**config.mk**
```make
export PLATFORM = sky130hd
export DESIGN_NAME = hub75_blank_ctrl
export DESIGN_NICKNAME = d
export VERILOG_FILES = /design/src/rtl/hub75_blank_ctrl.sv
export SDC_FILE = /design/constraint.sdc
export NUM_CORES = 1
export LEC_CHECK = 0
export ABC_AREA = 1
export BUFFER_PORTS_ARGS = -buffer_cell sky130_fd_sc_hd__clkbuf_2
export CAP_MARGIN = 30
export CORE_ASPECT_RATIO = 0.7
export CORE_MARGIN = 8
export CORE_UTILIZATION = 50
export CTS_CLUSTER_SIZE = 16
export DETAILED_ROUTE_END_ITERATION = 10
export PLACE_DENSITY = 0.79
export SYNTH_ARGS = -nofsm -noshare
export SYNTH_HDL_FRONTEND = slang
export SYNTH_SLANG_ARGS = --single-unit
```
**constraint.sdc**
```tcl
create_clock -name clk -period 1.69 [get_ports clk]
set_input_delay 0.338 -clock clk [delete_from_list [all_inputs] [get_ports clk]]
set_output_delay 0.338 -clock clk [all_outputs]
set_load 0.05 [all_outputs]
```
**src/rtl/hub75_blank_ctrl.sv**
```systemverilog
// HUB75 blanking controller: turns one-hot BCM plane requests into weighted OE windows.
// Optional global dimming when HUB75_BLANK_PWM_EN is defined.
module hub75_blank_ctrl #(
    parameter int unsigned N_PLANES = 8
) (
    input  logic                clk,
    input  logic                rst,
    output logic                hub75_blank,
    input  logic [N_PLANES-1:0] blank_plane,
    input  logic                blank_go,
    output logic                blank_rdy,
    input  logic [7:0]          cfg_bit_len,
    input  logic [7:0]          cfg_guard_len,
    input  logic [7:0]          cfg_brightness
);

    localparam logic [1:0] ST_IDLE  = 2'd0;
    localparam logic [1:0] ST_ON    = 2'd1;
    localparam logic [1:0] ST_GUARD = 2'd2;

    logic [1:0]          state_q, state_d;
    logic [N_PLANES-1:0] w_q, w_d;
    logic [7:0]          p_q, p_d;
    logic [7:0]          len_q, len_d;
    logic [7:0]          g_q, g_d;
    logic                blank_d;
    logic                on_now;

`ifdef HUB75_BLANK_PWM_EN
    logic [7:0] bright_q, bright_d;
    logic [7:0] offset;
`else
    logic unused_bright;
    assign unused_bright = ^cfg_brightness;
`endif

    assign blank_rdy = (state_q == ST_IDLE);

    always_comb begin
        state_d = state_q;
        w_d     = w_q;
        p_d     = p_q;
        len_d   = len_q;
        g_d     = g_q;
`ifdef HUB75_BLANK_PWM_EN
        bright_d = bright_q;
`endif
        unique case (state_q)
            ST_IDLE: begin
                if (blank_go) begin
                    w_d     = blank_plane;
                    p_d     = cfg_bit_len;
                    len_d   = cfg_bit_len;
                    g_d     = cfg_guard_len;
`ifdef HUB75_BLANK_PWM_EN
                    bright_d = cfg_brightness;
`endif
                    state_d = (blank_plane == '0) ? ST_GUARD : ST_ON;
                end
            end
            ST_ON: begin
                if (p_q == 8'd0) begin
                    if (w_q == N_PLANES'(1)) begin
                        state_d = ST_GUARD;
                        w_d     = '0;
                    end else begin
                        p_d = len_q;
                        w_d = w_q - N_PLANES'(1);
                    end
                end else begin
                    p_d = p_q - 8'd1;
                end
            end
            ST_GUARD: begin
                // A zero guard length still costs one blanked cycle.
                if (g_q <= 8'd1) begin
                    state_d = ST_IDLE;
                    g_d     = 8'd0;
                end else begin
                    g_d = g_q - 8'd1;
                end
            end
            default: state_d = ST_IDLE;
        endcase
    end

`ifdef HUB75_BLANK_PWM_EN
    // Position within the current prescaler period; p counts down from len.
    assign offset = len_q - p_q;
    assign on_now = (state_q == ST_ON) && (offset < bright_q);
`else
    assign on_now = (state_q == ST_ON);
`endif

    assign blank_d = ~on_now;

    always_ff @(posedge clk or posedge rst) begin
        if (rst) begin
            state_q     <= ST_IDLE;
            w_q         <= '0;
            p_q         <= 8'd0;
            len_q       <= 8'd0;
            g_q         <= 8'd0;
            hub75_blank <= 1'b1;
`ifdef HUB75_BLANK_PWM_EN
            bright_q    <= 8'd0;
`endif
        end else begin
            state_q     <= state_d;
            w_q         <= w_d;
            p_q         <= p_d;
            len_q       <= len_d;
            g_q         <= g_d;
            hub75_blank <= blank_d;
`ifdef HUB75_BLANK_PWM_EN
            bright_q    <= bright_d;
`endif
        end
    end

endmodule
```
==> flow_summary_export.csv <==
group,metric,value,unit
critical_path,crit-reg2reg-launch,"p_q[1]$_DFFE_PP0P_",
final_layout,layout-drive-gt1-share,16.4,%
critical_path,regToRegSetupSlack,0.13,ns
sta,rsz0062_at_grt,"no",
clock_tree,numClockSinks,35,
final_layout,fin_area,0.00269,mm2
synth,yosys.area.top_type,"dfrtp_1",
synth,ys_top_cells_by_area,"dfrtp_1, nand2_1, nand3_1, nor2_1, inv_1",
synth,synth_fa_ha_area_share,3.23,%
floorplanning,die_y,73.1,um
floorplanning,coreArea,0.00440,mm2
critical_path,critPathMaxStageDelay,0.48,ns
synth,ys_seq_area_share,37.7,%
floorplanning,start_util,52.8,%
sta,finalHoldViolCount,0,
synth,synth_edf_count,0,
detailed_routing,drtIter0Drc,189,
synth,synth_common_cells,"nand2_1, dfrtp_1, nor2_1",
detailed_routing,postRouteAntennaNets,0,
synth,synth_area,0.00232,mm2
synth,yosysMostFrequentCell,"nand2_1",
synth,synth_ff_type,"dfrtp_1",
placement,gp_congestion,0.929,
critical_path,ff2ff_path_depth,9,
outcome,status,"finished clean",
critical_path,critical_path_class,"reg2out",
clock_tree,clk_latency,0.29,ns
detailed_routing,drt-pass1-iter-count,4,
clock_tree,numCtsBuffers,5,
floorplanning,die_w,97.5,um
clock_tree,clock-root-buffer,"clkbuf_8",
critical_path,crit_fanout,4,
placement,io_buffers,28,
sta,setup_viol,0,
critical_path,cp.arrival,1.26,ns
sta,relSlewSlack,69.4,%
synth,synthCells,357,
power_and_ir_drop,power_density,1240,mW/mm2
synth,synthesis.nets,398,
global_routing,antenna_found_initial,0,
synth,syn_avg_cell_area,6.51,um2
power_and_ir_drop,leakage,1.46,nW
global_routing,grt_pass1_wl,9.69,mm
synth,ys_ff_latch,35,
global_routing,grt_max_degree,36,
critical_path,timing.rr.end,"p_q[5]$_DFFE_PP0P_",
critical_path,worst_setup_path_end_kind,"output port",
final_layout,area_growth,15.6,%
clock_tree,tritoncts,"built",
synth,muxShareOfSynthArea,0,%
synth,synth-compound-area-share,7.43,%
synth,async_flop_share,100,%
floorplanning,ios,37,
sta,maxSlewViolCount,0,
clock_tree,htreeDepth,2,
critical_path,endpoint,"blank_rdy",
synth,yosysWarningCount,0,
critical_path,cp_cell_sequence,"nor2_4, clkbuf_2",
detailed_routing,routed_wl,5.51,mm
placement,dpl_cell_area,0.00257,mm2
sta,tightest_slew,0.456,ns
critical_path,crit_slowest_cell,"dfrtp_1",
synth,synth_top_family_by_area,"simple AND/OR/NAND/NOR gates",
sta,min_period,1.60,ns
placement,dpl.hpwl,4.27,mm
global_routing,grt-ovfl-total,0,
clock_tree,post_cts_buffers,0,
final_layout,nNetsFinal,437,
detailed_routing,routed_via_density,5.09,
power_and_ir_drop,ir_drop,0.611,mV
detailed_routing,drt-wirelength-per-cell,12.2,um
sta,setup_tns,0,ns
critical_path,startpoint,"state_q[0]$_DFFE_PP0P_",
global_routing,grt.total_usage,16.2,%
synth,synth_xor_area_share,1.13,%
clock_tree,clockBufferDepth,2,
sta,fmaxAchievable,626,MHz
final_layout,diodes,0,
synth,ys_types,26,
critical_path,start_kind,"register",
flow_run,cap_violations,0,
global_routing,grt_pass1_vias,2161,
hold_path,hold_path_class,"in2async",
critical_path,critPathRequiredTime,1.35,ns
detailed_routing,vias,2301,
floorplanning,dieArea,0.00712,mm2
synth,synth-simple-area-share,43.1,%
clock_tree,path_clk_slew,0.08,ns
sta,period_share,94.5,%
floorplanning,rows,20,
final_layout,fill_cells,412,
synth,synth_top_area_share,36.6,%
detailed_routing,drc,0,
sta,fin_skew,0.00992,ns
per-stage QoR:
stage	hold WS [ns]	cells	util (%)	setup slack, ns	power (W)
2_1_floorplan	0.442	357	-	0.190	0.00231
3_3_place_gp	0.455	444	58.4	0.151	0.00260
3_5_place_dp	0.451	444	58.4	0.101	0.00265
4_1_cts	0.144	452	60.6	0.0870	0.00332
5_1_grt	0.169	452	61.0	0.00212	0.00365
6_report	0.130	452	61.0	0.0927	0.00332
how the worst min path moves through the flow:
stage | to | from | depth (start not counted) | slack [ns]
after floorplan | g_q[4]$_DFFE_PP0P_ | g_q[4]$_DFFE_PP0P_ | 2 | 0.44
after global placement | p_q[7]$_DFFE_PP0P_ | rst | 3 | 0.45
after detailed placement | len_q[4]$_DFFE_PP0P_ | rst | 3 | 0.45
after CTS | p_q[6]$_DFFE_PP0P_ | rst | 3 | 0.14
after global routing | w_q[5]$_DFFE_PP0P_ | rst | 3 | 0.17
final | g_q[0]$_DFFE_PP0P_ | rst | 3 | 0.13
critical path, delay by kind of cell (launching register included):
kind                   cells  cell delay [ns]
flip-flops                 1             0.48
AND/OR/NAND/NOR            1             0.19
buffers and inverters      1             0.30
final cells by class:
class | count | area, um2 | share of cell area, %
inverters | 37 | 141 | 5.26
multi-input cells | 281 | 1300 | 48.3
clock buffers | 8 | 100 | 3.73
flip-flops and latches | 35 | 877 | 32.7
well taps | 55 | 68.8 | 2.56
repair buffers | 36 | 200 | 7.45
sequential cells by signal, summed over array words and instances (netlist names):
register	cells
g_q	8
hub75_blank	1
len_q	8
p_q	8
state_q	2
w_q	8
kinds of logic after synthesis:
family | after synthesis
and+or+nand+nor | 240
buffers and inverters | 41
DFF | 35
AOI/OAI and AO/OA | 32
adders and majority gates | 6
xor gates and xnor gates | 3
layer usage:
layer / part of all wire (%) / vias to the layer above / track usage (%)
li1: - / 1188 / -
met1: 51 / 1046 / 21.8
met2: 42 / 62 / 25.8
met3: 6.2 / 5 / 4.26
met4: 0.62 / 0 / 2.84
met5: 0 / - / 0
cells in the final DEF (no fill, tap or decap):
cell type,netlist,final
nand2_2,3,3
o211ai_1,1,1
nor2_4,4,5
a21oi_1,2,1
nand3_2,1,1
a21oi_2,0,1
buf_4,0,8
ha_1,6,6
nand2_4,1,2
inv_1,32,31
dfrtp_1,34,34
dfstp_2,1,1
inv_4,1,1
clkbuf_8,0,7
nor2_1,33,30
o21ai_1,2,4
clkbuf_2,0,28
inv_2,4,5
o21ai_0,23,21
nand3_1,30,30
clkbuf_1,1,1
nand2_1,163,162
a22oi_1,1,1
nor3_1,1,1
xor2_1,3,3
nand4_1,3,3
nor2_2,1,3
a21boi_1,3,3
power by group:
part           total [W]  internal [W]  switching [W]
Sequential       0.00134       0.00108       0.000257
Combinational    0.00131      0.000508       0.000802
Clock           0.000672      0.000372       0.000300
Total            0.00332       0.00196        0.00136
timing repair:
action                                 CTS  global route
hold buffers                             0             0
endpoints found under the hold margin    0             0
resized for setup                        0             8
setup endpoints to repair                0             9
Power figures use the tool's default switching activity.
